$ cat config.mk
export PLATFORM = sky130hd
export DESIGN_NAME = parallax_ctrl
export DESIGN_NICKNAME = d
export VERILOG_FILES = /design/src/rtl/parallax_ctrl_pkg.sv /design/src/rtl/parallax_frame_tick.sv /design/src/rtl/parallax_ctrl.sv
export SDC_FILE = /design/constraint.sdc
export NUM_CORES = 1
export LEC_CHECK = 0
export CAP_MARGIN = 10
export CORE_MARGIN = 3
export CORE_UTILIZATION = 26
export CTS_BUF_LIST = sky130_fd_sc_hd__clkbuf_4 sky130_fd_sc_hd__clkbuf_8 sky130_fd_sc_hd__clkbuf_16
export DETAILED_ROUTE_END_ITERATION = 6
export HOLD_SLACK_MARGIN = 0.08
export SYNTH_ARGS = -nofsm -noshare
export SYNTH_HDL_FRONTEND = slang
export SYNTH_HIERARCHICAL = 1
export SYNTH_SLANG_ARGS = --single-unit
$ cat constraint.sdc
create_clock -name clk -period 2.2 [get_ports clk]
set_input_delay 0.44 -clock clk [delete_from_list [all_inputs] [get_ports clk]]
set_output_delay 0.44 -clock clk [all_outputs]
set_load 0.02 [all_outputs]
$ cat src/rtl/parallax_ctrl_pkg.sv
// Shared register map, bit positions and types for the parallax renderer controller.
// The optional IRQ divider is built only when PARALLAX_CTRL_IRQ_DIV_EN is defined.
package parallax_ctrl_pkg;
    localparam logic [7:0] OFF_CTRL   = 8'h00;
    localparam logic [7:0] OFF_STATUS = 8'h04;
    localparam logic [7:0] OFF_FRAME  = 8'h08;
    localparam logic [7:0] OFF_OEB    = 8'h0C;
    localparam logic [7:0] OFF_SPEED0 = 8'h10;
    localparam logic [7:0] OFF_SPEED1 = 8'h14;
    localparam logic [7:0] OFF_SPEED2 = 8'h18;
    localparam logic [7:0] OFF_SPEED3 = 8'h1C;
    localparam logic [7:0] OFF_COMMIT = 8'h20;
    localparam logic [7:0] OFF_IRQDIV = 8'h24;

    localparam int CTRL_RUN     = 0;
    localparam int CTRL_IRQ_EN  = 1;
    localparam int CTRL_PENDING = 2;
    localparam int STAT_IRQ     = 0;
    localparam int STAT_VSYNC   = 1;

    localparam logic [4:0] OEB_RESET = 5'h1F;

    typedef logic signed [7:0] speed_t;
endpackage

$ cat src/rtl/parallax_frame_tick.sv
// Vsync edge detector, frame counter and vblank interrupt qualifier.
// With PARALLAX_CTRL_IRQ_DIV_EN the interrupt fires only on every (N+1)th edge.
module parallax_frame_tick
    import parallax_ctrl_pkg::*;
(
    input  logic        clk,
    input  logic        reset,
    input  logic        vsync_i,
    input  logic        run_i,
    input  logic        irq_en_i,
    input  logic [7:0]  irq_div_i,
    input  logic        irq_div_wr_i,
    output logic        edge_o,
    output logic        irq_set_o,
    output logic [15:0] frame_o
);
    logic        vs_q, vs_d;
    logic [15:0] frame_q, frame_d;
    logic        div_hit_s;

    // Rising-edge detect against the previous vsync sample; frame count wraps naturally
    always_comb begin
        vs_d      = vsync_i;
        edge_o    = vsync_i & ~vs_q;
        frame_d   = (edge_o && run_i) ? frame_q + 16'd1 : frame_q;
        irq_set_o = edge_o & irq_en_i & div_hit_s;
    end

    // Edge history and frame counter
    always_ff @(posedge clk) begin
        if (reset) begin
            vs_q    <= 1'b0;
            frame_q <= 16'd0;
        end else begin
            vs_q    <= vs_d;
            frame_q <= frame_d;
        end
    end

    assign frame_o = frame_q;

`ifdef PARALLAX_CTRL_IRQ_DIV_EN
    logic [7:0] div_cnt_q, div_cnt_d;

    // Reprogramming the divisor restarts the edge count
    always_comb begin
        div_cnt_d = div_cnt_q;
        div_hit_s = 1'b0;
        if (irq_div_wr_i) begin
            div_cnt_d = 8'd0;
        end else if (edge_o) begin
            if (div_cnt_q >= irq_div_i) begin
                div_hit_s = 1'b1;
                div_cnt_d = 8'd0;
            end else begin
                div_cnt_d = div_cnt_q + 8'd1;
            end
        end else begin
            div_cnt_d = div_cnt_q;
        end
    end

    // Divider edge counter
    always_ff @(posedge clk) begin
        if (reset) begin
            div_cnt_q <= 8'd0;
        end else begin
            div_cnt_q <= div_cnt_d;
        end
    end
`else
    logic unused_div_s;
    assign unused_div_s = ^{irq_div_i, irq_div_wr_i};
    assign div_hit_s    = 1'b1;
`endif
endmodule

$ cat src/rtl/parallax_ctrl.sv
// Wishbone register block for the parallax renderer: speeds committed on vsync, pad OEBs,
// run/reset sequencing, frame counter and vblank IRQ. Optional IRQ divider: PARALLAX_CTRL_IRQ_DIV_EN.
module parallax_ctrl
    import parallax_ctrl_pkg::*;
#(
    parameter logic [31:0] BASE_ADDR = 32'h3000_0000,
    parameter int          NLAYERS   = 4,
    parameter int          SPEED_W   = 8
) (
    input  logic                         clk,
    input  logic                         reset,
    input  logic                         wbs_stb_i,
    input  logic                         wbs_cyc_i,
    input  logic                         wbs_we_i,
    input  logic [3:0]                   wbs_sel_i,
    input  logic [31:0]                  wbs_adr_i,
    input  logic [31:0]                  wbs_dat_i,
    output logic                         wbs_ack_o,
    output logic [31:0]                  wbs_dat_o,
    input  logic                         vsync_i,
    output logic                         render_reset_o,
    output logic [NLAYERS*SPEED_W-1:0]   speed_o,
    output logic [4:0]                   pad_oeb_o,
    output logic [15:0]                  frame_o,
    output logic                         irq_o
);
    logic        ack_q, ack_d;
    logic [31:0] dat_q, dat_d;
    logic        run_q, run_d, irq_en_q, irq_en_d, pending_q, pending_d;
    logic        irq_pend_q, irq_pend_d, irq_q, irq_d, rrst_q, rrst_d;
    logic [4:0]  oeb_q, oeb_d;
    speed_t      shadow_q [NLAYERS];
    speed_t      shadow_d [NLAYERS];
    speed_t      active_q [NLAYERS];
    speed_t      active_d [NLAYERS];
    logic        acc_s, wr_s, irq_div_wr_s, edge_s, irq_set_s;
    logic [7:0]  off_s, irq_div_s;
    logic [31:0] rdata_s;
    logic        unused_s;

    assign unused_s = ^{wbs_dat_i[31:8], wbs_sel_i[3:1], wbs_adr_i[1:0]};

`ifdef PARALLAX_CTRL_IRQ_DIV_EN
    logic [7:0] irq_div_q, irq_div_d;

    // Divisor register
    always_ff @(posedge clk) begin
        if (reset) begin
            irq_div_q <= 8'd0;
        end else begin
            irq_div_q <= irq_div_d;
        end
    end

    always_comb begin
        irq_div_d = irq_div_wr_s ? wbs_dat_i[7:0] : irq_div_q;
    end
    assign irq_div_s = irq_div_q;
`else
    assign irq_div_s = 8'd0;
`endif

    parallax_frame_tick u_tick (
        .clk          (clk),
        .reset        (reset),
        .vsync_i      (vsync_i),
        .run_i        (run_q),
        .irq_en_i     (irq_en_q),
        .irq_div_i    (irq_div_s),
        .irq_div_wr_i (irq_div_wr_s),
        .edge_o       (edge_s),
        .irq_set_o    (irq_set_s),
        .frame_o      (frame_o)
    );

    // Bus decode, register updates and vsync-synchronous commit; on collisions the set wins
    always_comb begin
        acc_s        = wbs_stb_i & wbs_cyc_i & (wbs_adr_i[31:8] == BASE_ADDR[31:8]) & ~ack_q;
        wr_s         = acc_s & wbs_we_i & wbs_sel_i[0];
        off_s        = {wbs_adr_i[7:2], 2'b00};
        ack_d        = acc_s;
        irq_div_wr_s = 1'b0;
        run_d        = run_q;
        irq_en_d     = irq_en_q;
        pending_d    = pending_q;
        irq_pend_d   = irq_pend_q;
        oeb_d        = oeb_q;
        shadow_d     = shadow_q;
        active_d     = active_q;
        if (edge_s && pending_q) begin
            active_d  = shadow_q;
            pending_d = 1'b0;
        end else begin
            active_d  = active_q;
        end
        if (wr_s) begin
            case (off_s)
                OFF_CTRL: begin
                    run_d    = wbs_dat_i[CTRL_RUN];
                    irq_en_d = wbs_dat_i[CTRL_IRQ_EN];
                end
                OFF_STATUS:  irq_pend_d = irq_pend_q & ~wbs_dat_i[STAT_IRQ];
                OFF_OEB:     oeb_d = wbs_dat_i[4:0];
                OFF_SPEED0, OFF_SPEED1, OFF_SPEED2, OFF_SPEED3:
                             shadow_d[off_s[3:2]] = speed_t'(wbs_dat_i[7:0]);
                OFF_COMMIT:  pending_d = pending_d | wbs_dat_i[0];
                OFF_IRQDIV:  irq_div_wr_s = 1'b1;
                default:     run_d = run_q;
            endcase
        end else begin
            run_d = run_q;
        end
        irq_pend_d = irq_pend_d | irq_set_s;
        rrst_d     = ~run_q;
        irq_d      = irq_pend_q & irq_en_q;
    end

    // Read mux; data is presented only alongside ack
    always_comb begin
        rdata_s = 32'd0;
        case (off_s)
            OFF_CTRL:    rdata_s[2:0] = {pending_q, irq_en_q, run_q};
            OFF_STATUS:  rdata_s[1:0] = {vsync_i, irq_pend_q};
            OFF_FRAME:   rdata_s[15:0] = frame_o;
            OFF_OEB:     rdata_s[4:0] = oeb_q;
            OFF_SPEED0, OFF_SPEED1, OFF_SPEED2, OFF_SPEED3:
                         rdata_s[7:0] = shadow_q[off_s[3:2]];
            OFF_IRQDIV:  rdata_s[7:0] = irq_div_s;
            default:     rdata_s = 32'd0;
        endcase
        dat_d = (acc_s && !wbs_we_i) ? rdata_s : 32'd0;
    end

    // Register state and registered outputs
    always_ff @(posedge clk) begin
        if (reset) begin
            ack_q      <= 1'b0;
            dat_q      <= 32'd0;
            run_q      <= 1'b0;
            irq_en_q   <= 1'b0;
            pending_q  <= 1'b0;
            irq_pend_q <= 1'b0;
            irq_q      <= 1'b0;
            rrst_q     <= 1'b1;
            oeb_q      <= OEB_RESET;
            shadow_q   <= '{default: 8'sd0};
            active_q   <= '{default: 8'sd0};
        end else begin
            ack_q      <= ack_d;
            dat_q      <= dat_d;
            run_q      <= run_d;
            irq_en_q   <= irq_en_d;
            pending_q  <= pending_d;
            irq_pend_q <= irq_pend_d;
            irq_q      <= irq_d;
            rrst_q     <= rrst_d;
            oeb_q      <= oeb_d;
            shadow_q   <= shadow_d;
            active_q   <= active_d;
        end
    end

    // Pack committed speeds, layer 0 in the LSBs
    always_comb begin
        speed_o = '0;
        for (int i = 0; i < NLAYERS; i++) begin
            speed_o[i*SPEED_W +: SPEED_W] = active_q[i];
        end
    end

    assign wbs_ack_o      = ack_q;
    assign wbs_dat_o      = dat_q;
    assign render_reset_o = rrst_q;
    assign pad_oeb_o      = oeb_q;
    assign irq_o          = irq_q;
endmodule

---- Word-level counts from Yosys, hierarchy flattened ----
Index checks and enable logic that the tools add are counted.
word-level totals
  bits of input ports ..................... 74
  word-level logic and storage cells ...... 79
  register bits ........................... 125
cells by class
  magnitude comparators ................... 2
  mux-type cells .......................... 15
  eq/ne operators ......................... 9
  reduce and logical (&&, ||, !) cells .... 13
  bitwise logic cells ..................... 18
  $add $sub $neg .......................... 1
operator list
  kind                     number
  $bwmux W32               1
  $eq A24 B22 Y1 const B   1
  $eq A6 B3 Y1 const B     4
  $mux W8                  3
  $add A16 B1 Y16 const B  1
  $bmux W8 S2              1
  $demux W8 S2             1
  $eq A6 B2 Y1 const B     2
  $pmux W2 S5              1
  $and A1 B1 Y1            9
  $logic_not A8 Y1         1
  $eq A6 B1 Y1 const B     1
  $eq A6 B4 Y1 const B     1
  $logic_not A6 Y1         1
  $not A1 Y1               6
  $pmux W2 S3              1
  $pmux W3 S2              1
  $reduce_and A2 Y1        3
  $mux W1                  5
  $logic_and A1 B1 Y1      4
  $pmux W1 S4              1
  $reduce_or A4 Y1         1
  $ge A3 B3 Y1 const B     1
  $lt A3 B1 Y1 const B     1
  5 further kinds          6

---- Logic depth before layout (Yosys ltp) ----
Gate-level depths: netlist (run 1).
  depth after elaboration ................. 7
  depth in mapped cells ................... 7

---- Cells and area by module ----
The synthesis (run 1) kept the hierarchy.
by module, submodules not included
  module               area an instance (sq um)  instances  sequential area each (sq um)  cells an instance
  parallax_ctrl        3,973.8                   1          1,841.8                       422
  parallax_frame_tick  775.7                     1          340.3                         87

---- Worst setup path after synthesis (run 1) ----
No wires, ideal clock.
  path kind ............................... input to register
  start point ............................. input port wbs_adr_i[18]
  end point ............................... register dat_q[9], in the netlist wbs_dat_o[9]
  setup slack ............................. -0.004 ns
  library setup time ...................... 0.074 ns
  arrival ................................. 2.129 ns
  cell stages on the path ................. 6
  data required time ...................... 2.126 ns
  path through ............................ or4_4 -> or3_1 -> or4_1 -> buf_6 -> buf_12 -> nor3_4
between the ends
  cells in the longest elaborated chain, start to end .. 6
ends and longest elaborated chain
  element                      RTL line              text
  from (decl)                  parallax_ctrl.sv:16   input logic [31:0] wbs_adr_i,
  $eq A24 B22 Y1               parallax_ctrl.sv:78   acc_s = wbs_stb_i & wbs_cyc_i & (wbs_adr_i[31:8] == BASE_ADDR[31:8]) & ~ack_q;
  $and A1 B1 Y1 (2 in series)  parallax_ctrl.sv:78
  $logic_and A1 B1 Y1          parallax_ctrl.sv:131  dat_d = (acc_s && !wbs_we_i) ? rdata_s : 32'd0;
  $not A1 Y1 (no line)         n/a
  $reduce_or A3 Y1 (no line)   n/a
  to (signal assigned)         parallax_ctrl.sv:150  dat_q <= dat_d;
  to (decl)                    parallax_ctrl.sv:28   logic [31:0] dat_q, dat_d;
Every way passes these cells.
A chain may end at the register's enable or synchronous reset.

---- Final worst setup path (run 1) ----
  start point ............................. input port wbs_adr_i[24]
  end point ............................... register dat_q[2], in the netlist wbs_dat_o[2]
between the ends
  cells in the longest elaborated chain, start to end .. 6
ends and longest elaborated chain
  element                      RTL line
  $eq A24 B22 Y1               parallax_ctrl.sv:78
  $and A1 B1 Y1 (2 in series)  parallax_ctrl.sv:78
  $logic_and A1 B1 Y1          parallax_ctrl.sv:131
  $not A1 Y1 (no line)         n/a
  $reduce_or A2 Y1 (no line)   n/a
Every way passes these cells.

==> impl_metrics.csv, run 1 <==
group,metric,value,unit
outcome,status,"finished, final reports clean",
drt,detail_route.vias_per_cell,4.622,
hold_path,holdPathStages,2,
drt,ant_nets,0,
clock_network,hold_buffers,0,
synth,ys_warn_count,6,
worst_setup_path,crit_path_end_kind,"flip-flop",
power_and_ir_drop,vdd_drop_max,0.0005169,V
synth,netlist_area,4740,um2
final_layout,fin_util,0.3779,
place,place_inst,847,
worst_setup_path,path_class,"in -> reg",
clock_network,cts_sinks,109,
timing,fmax,475.0,MHz
place,numPortBuffers,116,
global_routing,gr-total-overflow,0,
clock_network,clock_path_buffers,2,
die,core,17600,um2
timing,period_share,0.9570,
global_routing,grt_util_met2,0.2359,
die,die-area,19890,um2
worst_setup_path,arrival,2.39,ns
global_routing,busiest_layer,"met2",
die,num_rows,48,
power_and_ir_drop,power.leakage,2.506,nW
timing,holdWs,0.4581,ns
worst_setup_path,worstPathCellList,"dlygate4sd2_1, or4_4, or3_4, or4_4, buf_12, nor3_2",
worst_setup_path,r2r_setup_slack,0.45,ns
global_routing,grt_antenna_before_repair,0,
global_routing,grtUsageTotal,0.1382,
global_routing,grt_pass1_wl,21.55,mm
final_layout,area_delta_synth_final,40.31,%
drt,drtIter0Drc,171,
clock_network,post_cts_buffers,0,
clock_network,clk_pin_slew,0.08,ns
timing,rsz0062_at_grt,"no",
clock_network,cts_made_buffers,9,
global_routing,grt_use_met3,0.04274,
synth,syn_avg_cell_area,9.348,um2
worst_setup_path,worst-r2r-cell-count,5,
die,io_pins,162,
hold_path,min_path_type,"reg -> reg",
global_routing,grt_pass1_vias,4060,
worst_setup_path,crit_fanout,8,
drt,drt_wl_total,13.68,mm
worst_setup_path,cpMostUsedCell,"or4_4",
power_and_ir_drop,powerDensity,580.4,nW/um2
clock_network,htree_levels,3,
worst_setup_path,slowest_delay,0.50,ns
worst_setup_path,rr_startpoint,"wbs_ack_o$_SDFF_PP0_",
place,gp_congestion,0.8331,
drt,firstDrtPassIters,4,
timing,fin_skew,0.01241,ns
final_layout,drive_above_1_share,0.1236,
die,die_h,141.0,um
timing,min_period,2.105,ns
die,start_util,0.2693,
synth,postSynthCellCount,507,
worst_setup_path,r2r-end,"wbs_dat_o[2]$_SDFF_PP0_",
place,post-dp-hpwl,10.19,mm
global_routing,grt_max_degree,106,
clock_network,cts_tree,"done",
final_layout,layout.nets,709,
worst_setup_path,slowest_stage,"or4_4",
timing,setup_viol,0,
final_layout,stdcell_count,864,
drt,wl_per_cell,15.84,um
drt,drc,0,
die,die_w,141.0,um
timing,setup_tns,0,ns
timing,maxSlewViolCount,0,
flow_run,max-cap-violations,0,
clock_network,clk_latency,0.36,ns
timing,hold_violations,0,
clock_network,cts_root_buf,"clkbuf_16",
drt,vias,3993,
worst_setup_path,cp-start-kind,"input pin",
final_layout,n_antenna_cell,0,
worst_setup_path,critPathLaunch,"wbs_adr_i[24]",
worst_setup_path,worst_ep_required_time,2.49,ns
worst_setup_path,timing.critical_path.to,"wbs_dat_o[2]$_SDFF_PP0_",
global_routing,grt_util_met1,0.1688,
## routing by layer
layer  vias up  share of wire
li1       1958              -
met1      1917           0.44
met2       104           0.50
met3        14          0.052
met4         0          0.014
met5         -              0
## power by group
group	leakage, nW	internal [mW]	switching (mW)
logic	1.48	0.126	0.122
registers	0.878	1.97	0.000457
clock network	0.149	0.832	0.807
total	2.51	2.93	0.930
## per-stage QoR
step | total power, mW | cell area [um2] | worst slack [ns]
6_report | 3.860 | 6650 | 0.09453
3_3_place_gp | 2.265 | 6285 | -0.4774
3_5_place_dp | 2.271 | 6285 | -0.5415
5_1_grt | 4.007 | 6650 | 0.04765
4_1_cts | 3.914 | 6650 | 0.0003468
2_1_floorplan | 2.156 | 4796 | -0.003699
## registers in the layout, summed over array words and instances (netlist names)
signal and flops:
u_tick/vs_q 1, render_reset_o 1, pad_oeb_o 5, irq_en_q 1, shadow_q 32, wbs_dat_o 16, run_q 1, u_tick/frame_o 16
irq_o 1, wbs_ack_o 1, pending_q 1, irq_pend_q 1, speed_o 32
## cells in the final DEF (no fill, tap or decap), types with 4 or more instances in the layout
cell type	instances
clkdlybuf4s50_1	107
xor2_1	9
or3_1	4
and3_1	4
nand4_1	8
mux2i_1	44
nor2_1	29
conb_1	16
a21oi_1	40
nor3_1	6
buf_4	28
o21ai_0	4
buf_12	7
clkdlybuf4s15_1	4
nand2b_1	44
nor4_1	6
dlygate4sd2_1	4
nor3_2	8
inv_1	10
mux4_2	10
nand2_1	75
dfxtp_1	109
and4_1	5
nand3_1	8
clkbuf_16	9
## how the worst min path moves through the flow
stage / start / endpoint
detailed placement: speed_o[6]$_SDFFE_PP0P_ / speed_o[6]$_SDFFE_PP0P_
CTS: speed_o[5]$_SDFFE_PP0P_ / speed_o[5]$_SDFFE_PP0P_
floorplan: irq_pend_q$_SDFF_PP0_ / irq_o$_SDFF_PP0_
global route: speed_o[5]$_SDFFE_PP0P_ / speed_o[5]$_SDFFE_PP0P_
global placement: speed_o[24]$_SDFFE_PP0P_ / speed_o[24]$_SDFFE_PP0P_
finish: speed_o[3]$_SDFFE_PP0P_ / speed_o[3]$_SDFFE_PP0P_
## critical path: cells and delay by family
| family | cells | cell delay (ns) |
|---|---|---|
| buf+inv | 2 | 0.41 |
| simple gates | 4 | 1.54 |
## final cells by class
class / count / area [um2]
Inverter: 10 / 37.54
Tap cell: 225 / 281.5
Fill cell: 1744 / 10950
Clock inverter: 6 / 62.56
Multi-Input combinational cell: 352 / 2318
Sequential cell: 109 / 2182
Timing Repair Buffer: 152 / 1529
Clock buffer: 10 / 239.0
## repair_timing
action | CTS | global route
resized for setup | 22 | 0
endpoints found under the hold margin | 0 | 0
pin swaps | 5 | 1
endpoints found under the setup margin | 40 | 5
cloned | 1 | 0
Power figures use the tool's default switching activity.
==> run 2, diff against run 1 <==
CORE_UTILIZATION = 46   (was 26)
PLACE_DENSITY = 0.81   (was unset)
clock period = 2.37 ns   (was 2.2 ns; I/O delays follow)
==> run 2 against run 1 <==
  * Design area fell by 4.3%
  * Hold slack gained 0.0012 ns
  * Sequential cell count did not move
  * Highest routed layer unchanged
==> impl_metrics.csv, run 2 (synthesized netlist as in run 1, its figures left out) <==
group,metric,value,unit
global_routing,grt_max_degree,106,
power_and_ir_drop,power.leakage,2.415,nW
final_layout,layout.nets,701,
clock_network,hold_buffers,0,
hold_path,min_path_type,"reg -> reg",
worst_setup_path,critPathLaunch,"wbs_adr_i[18]",
global_routing,grtUsageTotal,0.2145,
die,num_rows,36,
clock_network,cts_tree,"done",
timing,maxSlewViolCount,0,
global_routing,grt_antenna_before_repair,0,
timing,min_period,2.306,ns
drt,firstDrtPassIters,5,
worst_setup_path,rr_startpoint,"wbs_ack_o$_SDFF_PP0_",
clock_network,clk_pin_slew,0.10,ns
worst_setup_path,crit_fanout,8,
timing,rsz0062_at_grt,"no",
worst_setup_path,worst_ep_required_time,2.66,ns
drt,wl_per_cell,16.00,um
drt,drt_wl_total,12.23,mm
drt,detail_route.vias_per_cell,5.272,
global_routing,grt_pass1_wl,19.69,mm
final_layout,stdcell_area,6364,um2
place,dpl_cell_area,6117,um2
timing,setup_viol,0,
clock_network,htree_levels,3,
outcome,status,"finished, final reports clean",
place,place_inst,748,
global_routing,grt_pass1_vias,3917,
worst_setup_path,path_class,"in -> reg",
die,die_w,107.5,um
timing,period_share,0.9730,
worst_setup_path,arrival,2.60,ns
clock_network,clk_latency,0.38,ns
final_layout,final_cell_mix,"115 x clkdlybuf4s50_1, 109 x dfxtp_1, 75 x nand2_1",
worst_setup_path,r2r-end,"wbs_dat_o[1]$_SDFF_PP0_",
clock_network,cts_sinks,109,
worst_setup_path,timing.critical_path.to,"shadow_q[24]$_SDFFE_PP0P_",
drt,drtIter0Drc,266,
power_and_ir_drop,vdd_drop_max,0.0003215,V
clock_network,cts_made_buffers,9,
timing,fmax,433.6,MHz
timing,layout_setup_ws,0.06397,ns
final_layout,multi_input_area,2298,um2
worst_setup_path,cp-start-kind,"input pin",
flow_run,max-cap-violations,0,
clock_network,clock_path_buffers,2,
timing,holdWs,0.4593,ns
final_layout,final.fill_count,819,
place,numPortBuffers,116,
final_layout,stdcell_count,764,
clock_network,cts_root_buf,"clkbuf_8",
final_layout,seq_area,2182,um2
final_layout,drive_above_1_share,0.1062,
place,gp_congestion,0.8137,
drt,ant_nets,0,
worst_setup_path,crit_path_end_kind,"flip-flop",
die,core,9910,um2
timing,hold_violations,0,
drt,drc,0,
die,die_h,107.5,um
final_layout,n_antenna_cell,0,
power_and_ir_drop,powerDensity,523.1,nW/um2
worst_setup_path,worst-r2r-cell-count,5,
final_layout,area_delta_synth_final,34.27,%
die,start_util,0.4783,
die,io_pins,162,
drt,vias,4028,
place,place_worst_setup_slack,-0.3794,ns
final_layout,final_common_cell,"clkdlybuf4s50_1",
final_layout,fin_util,0.6422,
timing,fin_skew,0.01124,ns
die,die-area,11560,um2
global_routing,gr-total-overflow,0,
worst_setup_path,r2r_setup_slack,0.61,ns
place,post-dp-hpwl,8.895,mm
run 2: metrics by stage:
step	setup TNS (ns)	power (mW)
2_1_floorplan	0	2.001
5_1_grt	0	3.446
6_report	0	3.329
3_5_place_dp	-13.66	2.096
3_3_place_gp	-12.28	2.092
4_1_cts	0	3.350
run 2: what timing repair did:
item | CTS | global route
resized for setup | 0 | 3
setup buffers | 0 | 0
endpoints found under the setup margin | 0 | 3
run 2: worst min path at each step:
stage,from,endpoint,slack (ns),cells past startpoint
final,speed_o[17]$_SDFFE_PP0P_,speed_o[17]$_SDFFE_PP0P_,0.46,2
after global routing,speed_o[18]$_SDFFE_PP0P_,speed_o[18]$_SDFFE_PP0P_,0.48,2
after CTS,speed_o[9]$_SDFFE_PP0P_,speed_o[9]$_SDFFE_PP0P_,0.46,2
after detailed placement,speed_o[17]$_SDFFE_PP0P_,speed_o[17]$_SDFFE_PP0P_,0.45,2
after global placement,speed_o[15]$_SDFFE_PP0P_,speed_o[15]$_SDFFE_PP0P_,0.45,2
after floorplan,irq_pend_q$_SDFF_PP0_,irq_o$_SDFF_PP0_,0.43,2
run 2: worst max-delay path: stages:
cell and delay (ns):
clkdlybuf4s50_1 0.40, or4_4 0.53, buf_4 0.15, nor4_1 0.27, buf_4 0.17, and4_1 0.23
buf_12 0.15, mux2i_1 0.21
run 2: layout make-up:
| class | instances | share of cell area |
|---|---|---|
| clock buffers | 11 | 0.02379 |
| clock inverters | 5 | 0.01298 |
| inverters | 10 | 0.005899 |
| multi-input cells | 352 | 0.3612 |
| flip-flops and latches | 109 | 0.3429 |
| well taps | 133 | 0.02615 |
| repair buffers | 144 | 0.2271 |
run 2: per-layer routing:
layer	GRT usage	up-vias	routed length [um]
met3	0.04319	15	741
met2	0.3739	154	6209
met5	0	-	0
met4	0.04869	0	151
li1	-	1940	-
met1	0.2732	1919	5122
run 2: power by group:
group	internal [mW]	leakage (nW)	switching, mW
clock network	0.655	0.120	0.618
logic	0.115	1.42	0.110
registers	1.83	0.878	0.000418
